## src/rtl/dq4_pkg.sv

```systemverilog
// Shared definitions for dq4_serializer: state encoding, default word width and parity helper.
// Optional build macro: DQ4_SER_PARITY_EN adds the PAR state and the parity function.
package dq4_pkg;

  localparam int DQ4_WIDTH_DEFAULT = 4;
  localparam int DQ4_WIDTH_MAX     = 16;

`ifdef DQ4_SER_PARITY_EN
  typedef enum logic [1:0] {
    IDLE  = 2'd0,
    SHIFT = 2'd1,
    PAR   = 2'd2
  } dq4_state_t;

  // Even parity: the appended bit makes the total count of ones even.
  function automatic logic even_parity(input logic [DQ4_WIDTH_MAX-1:0] word);
    return ^word;
  endfunction
`else
  typedef enum logic [1:0] {
    IDLE  = 2'd0,
    SHIFT = 2'd1
  } dq4_state_t;
`endif

endpackage

```

## src/rtl/dq4_shreg.sv

```systemverilog
// Parallel-load shift register for dq4_serializer; shifts toward index 0, zero-filling the tail.
// q0 is the serial output bit and is a direct flop output.
module dq4_shreg
  import dq4_pkg::*;
#(
  parameter int WIDTH = DQ4_WIDTH_DEFAULT
) (
  input  logic             clk,
  input  logic             rst_n,
  input  logic             load,
  input  logic             shift,
  input  logic [0:WIDTH-1] d,
  output logic             q0
);

  logic [0:WIDTH-1] q;

  // Zero-fill matters: once a frame has shifted out, q0 rests at 0 for IDLE.
  always_ff @(posedge clk or negedge rst_n) begin
    if (!rst_n) begin
      q <= '0;
    end else if (load) begin
      q <= d;
    end else if (shift) begin
      q <= {q[1:WIDTH-1], 1'b0};
    end
  end

  assign q0 = q[0];

endmodule

```

## src/rtl/dq4_serializer.sv

```systemverilog
// MSB-first parallel-to-serial converter with frame start marker and one idle cycle between frames.
// Optional build macro: DQ4_SER_PARITY_EN appends an even-parity bit (PAR state) to each frame.
module dq4_serializer
  import dq4_pkg::*;
#(
  parameter int WIDTH = DQ4_WIDTH_DEFAULT
) (
  input  logic             clk,
  input  logic             rst_n,
  input  logic [0:WIDTH-1] D,
  input  logic             en,
  output logic             rdy,
  output logic             sout,
  output logic             sout_vld,
  output logic             sout_sof,
  output logic             busy
);

  localparam int            CW       = $clog2(WIDTH);
  localparam logic [CW-1:0] LAST_BIT = CW'(WIDTH - 1);

  dq4_state_t       state;
  dq4_state_t       state_d;
  logic [CW-1:0]    cnt;
  logic [CW-1:0]    cnt_d;
  logic             capture;
  logic             vld_d;
  logic             sof_d;
  logic             sh_load;
  logic             sh_shift;
  logic [0:WIDTH-1] sh_data;
`ifdef DQ4_SER_PARITY_EN
  logic             par_q;
`endif

  assign rdy     = (state == IDLE) && rst_n;
  assign capture = en && rdy;

  dq4_shreg #(
    .WIDTH(WIDTH)
  ) u_shreg (
    .clk  (clk),
    .rst_n(rst_n),
    .load (sh_load),
    .shift(sh_shift),
    .d    (sh_data),
    .q0   (sout)
  );

  always_ff @(posedge clk or negedge rst_n) begin
    if (!rst_n) begin
      state <= IDLE;
    end else begin
      state <= state_d;
    end
  end

  // Next-state logic also decides what the shift register does so that
  // the serial bit, valid and start-of-frame all change on the same edge.
  always_comb begin
    state_d  = state;
    cnt_d    = cnt;
    vld_d    = 1'b0;
    sof_d    = 1'b0;
    sh_load  = 1'b0;
    sh_shift = 1'b0;
    sh_data  = D;
    case (state)
      IDLE: begin
        if (capture) begin
          state_d = SHIFT;
          cnt_d   = '0;
          vld_d   = 1'b1;
          sof_d   = 1'b1;
          sh_load = 1'b1;
        end
      end
      SHIFT: begin
        if (cnt == LAST_BIT) begin
          cnt_d = '0;
`ifdef DQ4_SER_PARITY_EN
          state_d    = PAR;
          vld_d      = 1'b1;
          sh_load    = 1'b1;
          sh_data    = '0;
          sh_data[0] = par_q;
`else
          state_d  = IDLE;
          sh_shift = 1'b1;
`endif
        end else begin
          cnt_d    = cnt + CW'(1);
          vld_d    = 1'b1;
          sh_shift = 1'b1;
        end
      end
`ifdef DQ4_SER_PARITY_EN
      PAR: begin
        state_d  = IDLE;
        sh_shift = 1'b1;
      end
`endif
      default: begin
        state_d = IDLE;
      end
    endcase
  end

  always_ff @(posedge clk or negedge rst_n) begin
    if (!rst_n) begin
      cnt      <= '0;
      sout_vld <= 1'b0;
      sout_sof <= 1'b0;
      busy     <= 1'b0;
    end else begin
      cnt      <= cnt_d;
      sout_vld <= vld_d;
      sout_sof <= sof_d;
      busy     <= (state_d != IDLE);
    end
  end

`ifdef DQ4_SER_PARITY_EN
  // The shift register is consumed while sending, so parity is frozen at capture.
  always_ff @(posedge clk or negedge rst_n) begin
    if (!rst_n) begin
      par_q <= 1'b0;
    end else if (capture) begin
      par_q <= even_parity(DQ4_WIDTH_MAX'(D));
    end
  end
`endif

endmodule

```

## config.mk

```make
export PLATFORM = sky130hd
export DESIGN_NAME = dq4_serializer
export DESIGN_NICKNAME = d
export VERILOG_FILES = /design/src/rtl/dq4_pkg.sv /design/src/rtl/dq4_shreg.sv /design/src/rtl/dq4_serializer.sv
export SDC_FILE = /design/constraint.sdc
export NUM_CORES = 1
export LEC_CHECK = 0
export BUFFER_PORTS_ARGS = -buffer_cell sky130_fd_sc_hd__buf_4
export CORE_AREA = 2 2 39 41
export DETAILED_ROUTE_END_ITERATION = 8
export DIE_AREA = 0 0 41 43
export SYNTH_ARGS = -nofsm -noshare
export SYNTH_HDL_FRONTEND = slang
export SYNTH_SLANG_ARGS = --single-unit
export TNS_END_PERCENT = 20
```

## constraint.sdc

```tcl
create_clock -name clk -period 1.05 [get_ports clk]
set_input_delay 0.105 -clock clk [delete_from_list [all_inputs] [get_ports clk]]
set_output_delay 0.105 -clock clk [all_outputs]
set_load 0.005 [all_outputs]
```

; ---- Yosys cells after proc, flatten, opt, wreduce, memory -nomap -nowiden
; Index checks and enable logic that the tools add are counted.
[totals]
inputBits = 7
regBits = 11
out_inout_bits = 5
word_cells = 30
[classes]
n_addsub = 1
muxes = 13
n_reduce_logical = 7
eq_ne = 3
[op_table]
columns = op, n
row1 = 2-bit two-way mux, 4
row2 = 4-bit two-way mux, 2
row3 = 2-bit case mux with 2 select lines, 2
row4 = 2-bit nonzero test, 3
row5 = 1-bit two-way mux, 4
row6 = 2-bit by 1-bit adder with 2-bit output (second input constant), 1
row7 = 2-bit by 1-bit equality test with 1-bit output (second input constant), 1
row8 = 2-bit equality test (second input constant), 1
row9 = 1-bit logical AND, 2
row10 = 2-bit logical NOT, 1
row11 = 2-bit != test (second input constant), 1
row12 = 1-bit case mux with 2 select lines, 1
row13 = 2-bit AND reduction, 1

; ---- Logic depth before layout (Yosys ltp)
; Gate-level depths: netlist of run 1.
[depth]
word_depth = 6
ltp_mapped = 4
ltp_nobuf = 3

; ---- Modules after synthesis
; From an unflattened synthesis of run 1, not the netlist that was laid out.
[unflattened]
hier_cells = 43
area_unflattened_um2 = 486.7
[by_module_without_submodules]
columns = mod, area_per_inst_um2, n_inst, cells_each, seq_area_each_um2
row1 = dq4_serializer, 317.8, 1, 28, 175.2
row2 = dq4_shreg, 168.9, 1, 15, 100.1

; ---- Worst setup path after synthesis of run 1
; Ideal clock, no wire load.
[synth_timing]
kind = register -> register
from = reg cnt[0]
to = reg cnt[0]
setup_time_ps = 83
synth_period_minus_slack_ps = 1088
setup_slack_ps = -38
stages_incl_launch_ff = 4
arrival_ps = 1005
required_ps = 967
path_buffers = 0
cell_sequence = dfrtp_1 ha_1 or3_1 o21ai_0
[synth_between]
elab_chain_cells = 3
elab_cells_between_ends = 4
classes_between = add/sub: 1 / eq/ne: 1 / mux: 2
[synth_rtl]
columns = element, line_no
row1 = from (decl), dq4_serializer.sv:24  ; logic [CW-1:0] cnt;
row2 = from (signal assigned), dq4_serializer.sv:116  ; cnt <= cnt_d;
row3 = 2-bit by 1-bit adder with 2-bit output / 2-bit equality test (equally long branches), "dq4_serializer.sv:92, dq4_serializer.sv:79"
row4 = 2-bit two-way mux (*), dq4_serializer.sv:79  ; if (cnt == LAST_BIT) begin
row5 = 2-bit case mux with 2 select lines (*), dq4_serializer.sv:68  ; case (state)
; Every way passes the cells marked *; elsewhere a longest branch is shown, timed or not.
; A chain may end at the register's enable or synchronous reset.

; ---- Final worst setup path of run 1
[layout_timing]
from = reg state[1]
to = out rdy
[layout_between]
elab_chain_cells = 2
[layout_rtl]
columns = element, line_no
row1 = from (decl), dq4_serializer.sv:22  ; dq4_state_t state;
row2 = from (signal assigned), dq4_serializer.sv:54  ; state <= state_d;
row3 = 2-bit logical NOT, dq4_serializer.sv:36  ; assign rdy = (state == IDLE) && rst_n;
row4 = 1-bit logical AND, dq4_serializer.sv:36
row5 = to (decl), dq4_serializer.sv:12  ; output logic rdy,
; No other way between the ends.

==> results of run 1 <==
layout by cell type (no fill, tap or decap):
cell type                       instances
sky130_fd_sc_hd__and4bb_2               1
sky130_fd_sc_hd__and4bb_4               1
sky130_fd_sc_hd__buf_4                 17
sky130_fd_sc_hd__clkbuf_1               1
sky130_fd_sc_hd__clkbuf_4               3
sky130_fd_sc_hd__conb_1                 1
sky130_fd_sc_hd__dfrtp_1               11
sky130_fd_sc_hd__dlygate4sd3_1          1
sky130_fd_sc_hd__ha_2                   1
sky130_fd_sc_hd__inv_1                  1
sky130_fd_sc_hd__mux2i_1                2
sky130_fd_sc_hd__mux2i_2                1
sky130_fd_sc_hd__nand2_1                7
sky130_fd_sc_hd__nand2b_4               1
sky130_fd_sc_hd__nor3b_2                1
sky130_fd_sc_hd__o21ai_1                3
sky130_fd_sc_hd__o21ai_2                2
sky130_fd_sc_hd__o21bai_1               3
sky130_fd_sc_hd__o22ai_1                1
sky130_fd_sc_hd__or3_1                  1
path summary, 6_finish.rpt:
path	startpoint	endpoint	slack (ps)	cells after the start
setup / recovery	state[1]	rdy	-70	2
hold / removal	D[1]	u_shreg.q[1]	50	3
setup reg to reg	state[0]	cnt[0]	-60	4
hold reg to reg	cnt[1]	cnt[1]	560	2
max in group asynchronous	rst_n	sout_vld	410	3
min in group asynchronous	rst_n	state[1]	260	2
area by class of cell:
class,count,area share [%]
Sequential cell,11,41.4
Timing Repair Buffer,18,20.7
Clock buffer,4,3.95
Inverter,1,0.565
Tap cell,16,3.01
Multi-Input combinational cell,26,30.3
sequential cells by signal, summed over array words and instances, names as in the netlist:
signal / cells
sout_vld: 1
u_shreg.q: 4
busy: 1
state: 2
cnt: 2
sout_sof: 1
worst min-delay path, stage by stage:
cell,delay (ps)
sky130_fd_sc_hd__buf_4,80
sky130_fd_sc_hd__nand2_1,50
sky130_fd_sc_hd__o21ai_2,50
stage by stage:
stage,instances,hold WS [ps]
6_report,76,49.1
5_1_grt,76,50.3
4_1_cts,75,43.0
3_5_place_dp,69,-80.5
3_3_place_gp,69,-80.0
2_1_floorplan,39,-191
routing by layer:
metal  global-route usage, %  vias up  routed length, um
li1                        -      175                  -
met1                    15.8      189                371
met2                    23.8        7                557
met3                    3.14        2                 39
met4                    6.00        0                  7
met5                       0        -                  0
cell families (layout without fill, tap and decap cells):
group / count (synthesis) / after routing / share of synthesized area [%]
other: 1 / 1 / 0.808
flip-flops: 11 / 11 / 59.3
buffers and inverters: 3 / 23 / 4.85
AO/OA/AOI/OAI: 9 / 9 / 12.4
multiplexers: 3 / 3 / 6.47
AND/OR/NAND/NOR: 11 / 12 / 13.5
adder cells (fa/ha/maj): 1 / 1 / 2.69
power by group:
group          switching (mW)  internal, mW
logic                   0.126         0.171
clock network           0.133         0.147
registers              0.0577         0.512
what timing repair did:
action                                  CTS  global route
resized for setup                         4             4
cloned                                    0             1
buffers inserted                          1             0
endpoints found under the hold margin    11             0
pin swaps                                 5             2
hold buffers                              1             0
endpoints found under the setup margin    9            10
==> metrics.cfg, run 1 <==
[status]
outcome = complete, but fails checks
failed_checks = setup timing

[route]
detail_route.wl_per_cell_um = 12.8
route.detailed.drc = 0
first_pass_iters = 2
detail_route.iter0.violations = 7
detail_route.vias_per_cell = 4.91
drt-total-wl_um = 975
drt.antenna.violating_nets = 0
via_count = 373

[synth]
syn_inst = 39
synth_enable_flop_cells = 0
postSynthRegisterBits = 11
post_synth_main_area_contributors = sky130_fd_sc_hd__dfrtp_1, sky130_fd_sc_hd__mux2i_1, sky130_fd_sc_hd__nand2_1
syn_avg_cell_area_sq_um = 11.9
count_of_cell_types_in_the_netlist = 17
yosys_warnings = 0
most_area_hungry_cell_type_in_the_yosys_netlist = sky130_fd_sc_hd__dfrtp_1
synth.yosys.seq_area_share_pct = 59.3
synth_most_common_cell = sky130_fd_sc_hd__dfrtp_1
async_set_or_reset_flop_fraction_in_the_synthesized_netlist_pct = 100
post_synthesis_net_count = 47
mappedNetlistArea_sq_um = 464
synthDominantCellAreaShare_pct = 59.3
ys.flop_type = sky130_fd_sc_hd__dfrtp_1
post_synth_most_frequent_cells = sky130_fd_sc_hd__dfrtp_1, sky130_fd_sc_hd__nand2_1, sky130_fd_sc_hd__mux2i_1, sky130_fd_sc_hd__o21ai_0, sky130_fd_sc_hd__o21bai_1

[pwr]
vdd.ir_drop.worst_uv = 685
power_total_mw = 1.15
leakage_power_nw = 0.331
power.density_nw_per_um2 = 1720

[setup_path]
worstSetupEndpointType = primary output
crit_path_start_kind = register
worstPathBufferInverterCount = 1
crit_path_top_delay_cell = sky130_fd_sc_hd__dfrtp_1
worstPathMaxFanout = 4
timing_worst_setup_path_type = reg2out
cp_top_family = flip-flops
cp.arrival_ps = 1020
timing.critical_path.cells = nor3b_2, buf_4
delay_of_the_slowest_cell_on_the_worst_path_ps = 420
crit_required_ps = 940

[sta]
fin_ws_ps = -74.2
max_freq_mhz = 890
report.final.slew_viol_count = 0
finalHoldViolCount = 0
min_period_ps = 1120
finalCritPeriodShare_pct = 107
clock_skew_ps = 3.45
timing.setup.tns_ps = -286
grt_setup_unrepaired = true
setup_violations = 8

[cells_and_area]
area_of_the_multi_input_gates_sq_um = 201
final_net_count = 69
fin_util_pct = 48.0
n_antenna_cell = 0
n_fill_cell = 122
final_instance_area_sq_um = 664
area_growth_pct = 43.1
post_route_cells_drive_above_1_share_pct = 46.7
regArea_sq_um = 275

[global_routing]
grt_start_max_net_pins = 15
antenna_found_initial = 0
grt_usage_pct = 14.1
globalRoute.totalOverflow = 0
grt_pass1_wl_mm = 1.65
via_count_of_the_first_global_routing_pass = 367

[clocking]
ctsHtreeMaxLevel = 1
clk_latency_ps = 260
clock_sinks = 11
clock_tree_from_tritoncts = yes
ctsRootBufferMaster = sky130_fd_sc_hd__clkbuf_4
clkSlewWorstSetupHoldPaths_ps = 70
cts_buffer_depth = 2
numCtsBuffers = 3

[place]
post-dp-hpwl_um = 633
placed_cell_area_sq_um = 588
place_congestion = 0.692
pre_cts_ws_ps = -93.7
io_buffers = 11

[hold_path]
worstHoldPathType = in2reg

[floorplan]
die_x_um = 41
die_area_sq_um = 1760
num_io_pins = 12
floorplan.core_area_sq_um = 1380
floorplan.rows = 14
die_h_um = 43
initial_util_pct = 33.5

[run]
maxCapViolations = 0

No activity file was read; power rests on OpenSTA's default activity.
==> run 2, diff against run 1 <==
- BUFFER_PORTS_ARGS: -buffer_cell sky130_fd_sc_hd__buf_4 -> default
- DONT_BUFFER_PORTS: default -> 1
==> run 2 against run 1 <==
The flow still finishes with violations (setup timing). Worst setup slack gained 32 ps. Final cell count shrank 7.9%. Clock power grew 3%. Power shrank 1.2%. Flip-flop and latch count is the same. Critical path depth grew 1. Clock skew grew 2.5 ps. Via count shrank 8.8%. Non-clock buffer count shrank 5. Worst hold slack gained 190 ps. Critical path type is now reg2reg. Largest cell class unchanged. Largest power group unchanged.
==> metrics.cfg, run 2 (synthesized netlist as in run 1, its figures left out) <==
[clocking]
numCtsBuffers = 3  ; unchanged
ctsRootBufferMaster = sky130_fd_sc_hd__clkbuf_4  ; unchanged
clock_tree_from_tritoncts = yes  ; unchanged
clkSlewWorstSetupHoldPaths_ps = 70  ; about the same
cts_buffer_depth = 2  ; unchanged
clock_sinks = 11  ; unchanged
clk_latency_ps = 270  ; was 260 ps
ctsHtreeMaxLevel = 1  ; unchanged

[setup_path]
worstPathMaxFanout = 7  ; was 4
crit_path_start_kind = register  ; unchanged
timing_worst_setup_path_type = reg2reg  ; was reg2out
crit_required_ps = 1200  ; was 940 ps
cp.arrival_ps = 1240  ; was 1020 ps
r2r_setup_slack_ps = -40  ; was -60 ps
timing.critical_path.from = state[0]  ; was state[1]
timing.rr.start = state[0]  ; unchanged
worstSetupEndpointType = register  ; was primary output
worst_r2r_path_depth = 3  ; was 4

[sta]
remaining_max_slew_budget_at_the_tightest_pin_pct = 66.0
timing.setup.tns_ps = -334  ; was -286 ps
finalHoldViolCount = 0  ; unchanged
max_freq_mhz = 915  ; was 890 MHz
clock_skew_ps = 5.98  ; was 3.45 ps
report.final.slew_viol_count = 0  ; unchanged
grt_setup_unrepaired = true  ; unchanged
min_period_ps = 1090  ; was 1120 ps
fin_ws_ps = -42.6  ; was -74.2 ps
finalCritPeriodShare_pct = 104  ; was 107%
setup_violations = 10  ; was 8
worst-slew-pin-transition_ps = 509

[status]
outcome = complete, but fails checks  ; unchanged
failed_checks = setup timing  ; unchanged

[cells_and_area]
largest_reg_flops = 4  ; unchanged
regArea_sq_um = 275  ; unchanged
largest-register = u_shreg.q  ; unchanged
regs_by_ff_count = u_shreg.q (4), cnt (2), state (2)  ; unchanged
instances_no_fill = 70  ; was 76
post_route_cells_drive_above_1_share_pct = 42.6  ; was 46.7%
most-common-layout-cells = sky130_fd_sc_hd__dfrtp_1, sky130_fd_sc_hd__dlygate4sd3_1, sky130_fd_sc_hd__buf_4, sky130_fd_sc_hd__nand2_2, sky130_fd_sc_hd__o21ai_2  ; was sky130_fd_sc_hd__buf_4, sky130_fd_sc_hd__dfrtp_1, sky130_fd_sc_hd__nand2_1
most_frequent_standard_cell_in_the_layout_excluding_fill_and_tap_cells = sky130_fd_sc_hd__dfrtp_1  ; was sky130_fd_sc_hd__buf_4
area_of_the_multi_input_gates_sq_um = 201  ; unchanged
n_antenna_cell = 0  ; unchanged
final_net_count = 63  ; was 69
area_growth_pct = 40.4  ; was 43.1%
n_fill_cell = 137  ; was 122

[pwr]
power_total_mw = 1.13  ; was 1.15 mW
switchingPower_mw = 0.324  ; was 0.316 mW
netSwitchingFraction_pct = 28.6  ; was 27.6%
vdd.ir_drop.worst_uv = 981  ; was 685 uV
leakage_power_nw = 0.307  ; was 0.331 nW
clockPowerShare_pct = 25.5  ; was 24.4%
power.internal_mw = 0.808  ; was 0.830 mW
power.density_nw_per_um2 = 1740  ; was 1720 nW/um^2
relative_contribution_of_sequential_cells_to_total_power_pct = 50.8  ; was 49.7%
comb_power_share_pct = 23.7  ; was 25.9%

[place]
io_buffers = 0  ; was 11
place_congestion = 0.686  ; was 0.692
dpl.cell_count = 56  ; was 69
post-dp-hpwl_um = 567  ; was 633 um

[global_routing]
grt_usage_pct = 12.5  ; was 14.1%
grt_pass1_wl_mm = 1.39  ; was 1.65 mm
antenna_found_initial = 0  ; unchanged
grt_start_max_net_pins = 15  ; unchanged
globalRoute.totalOverflow = 0  ; unchanged
via_count_of_the_first_global_routing_pass = 333  ; was 367

[floorplan]
die_h_um = 43  ; unchanged
num_io_pins = 12  ; unchanged
floorplan.rows = 14  ; unchanged
die_area_sq_um = 1760  ; unchanged
die_x_um = 41  ; unchanged
floorplan.core_area_sq_um = 1380  ; unchanged
initial_util_pct = 33.5  ; unchanged

[route]
first_pass_iters = 2  ; unchanged
drt.antenna.violating_nets = 0  ; unchanged
via_count = 340  ; was 373
detail_route.iter0.violations = 4  ; was 7
detail_route.vias_per_cell = 4.86  ; was 4.91
drt-total-wl_um = 893  ; was 975 um
detail_route.wl_per_cell_um = 12.8  ; about the same
route.detailed.drc = 0  ; unchanged

[run]
maxCapViolations = 0  ; unchanged

[hold_path]
worstHoldPathType = in2async  ; was in2reg

-- run 2: critical path, cell delays in order, from the launching register on --
cell                       delay [ps]
sky130_fd_sc_hd__dfrtp_1          410
sky130_fd_sc_hd__and4bb_4         370
sky130_fd_sc_hd__buf_6            130
sky130_fd_sc_hd__o22ai_1           60
-- run 2: repair_timing --
item | CTS | global route
cloned | 0 | 0
hold endpoints to repair | 15 | 0
endpoints found under the setup margin | 9 | 10
gates resized for setup | 2 | 17
setup buffers | 1 | 4
pin swaps | 4 | 3
hold buffers | 5 | 0
-- run 2: layout make-up --
type / instances / area share (%)
Clock buffer: 4 / 4.03
Inverter: 1 / 0.576
Multi-Input combinational cell: 25 / 30.9
Sequential cell: 11 / 42.2
Tap cell: 16 / 3.07
Timing Repair Buffer: 13 / 19.2
-- run 2: per-stage QoR --
stage          setup WS, ps  hold WS (ps)  util (%)  instance area [sq um]
2_1_floorplan          6.35          -191         -                    467
3_3_place_gp          -43.7          -190      35.4                    490
3_5_place_dp          -64.2          -190      35.4                    490
4_1_cts               -30.8           115      41.7                    577
5_1_grt               -90.7           269      47.1                    652
6_report              -42.6           236      47.1                    652
-- run 2: final timing paths --
kind / end
max: cnt[1]
min: state[0]
max reg2reg: cnt[1]
min reg2reg: u_shreg.q[3]
max in group asynchronous: u_shreg.q[1]
min in group clk: u_shreg.q[2]
-- run 2: power groups by stage --
stage | clock network [mW] | logic (mW) | registers [mW]
finish | 0.288 | 0.269 | 0.575
global route | 0.337 | 0.309 | 0.588
CTS | 0.296 | 0.220 | 0.572
detailed placement | 0 | 0.172 | 0.583
global placement | 0 | 0.160 | 0.575
floorplan | 0 | 0.136 | 0.561
-- run 2: layer usage --
layer | up-vias | global-route usage (%) | part of all wire, %
met5 | - | 0 | 0
met4 | 0 | 4.00 | 0
met3 | 0 | 9.42 | 6.2
met2 | 11 | 16.3 | 50
met1 | 165 | 15.7 | 44
li1 | 164 | - | -
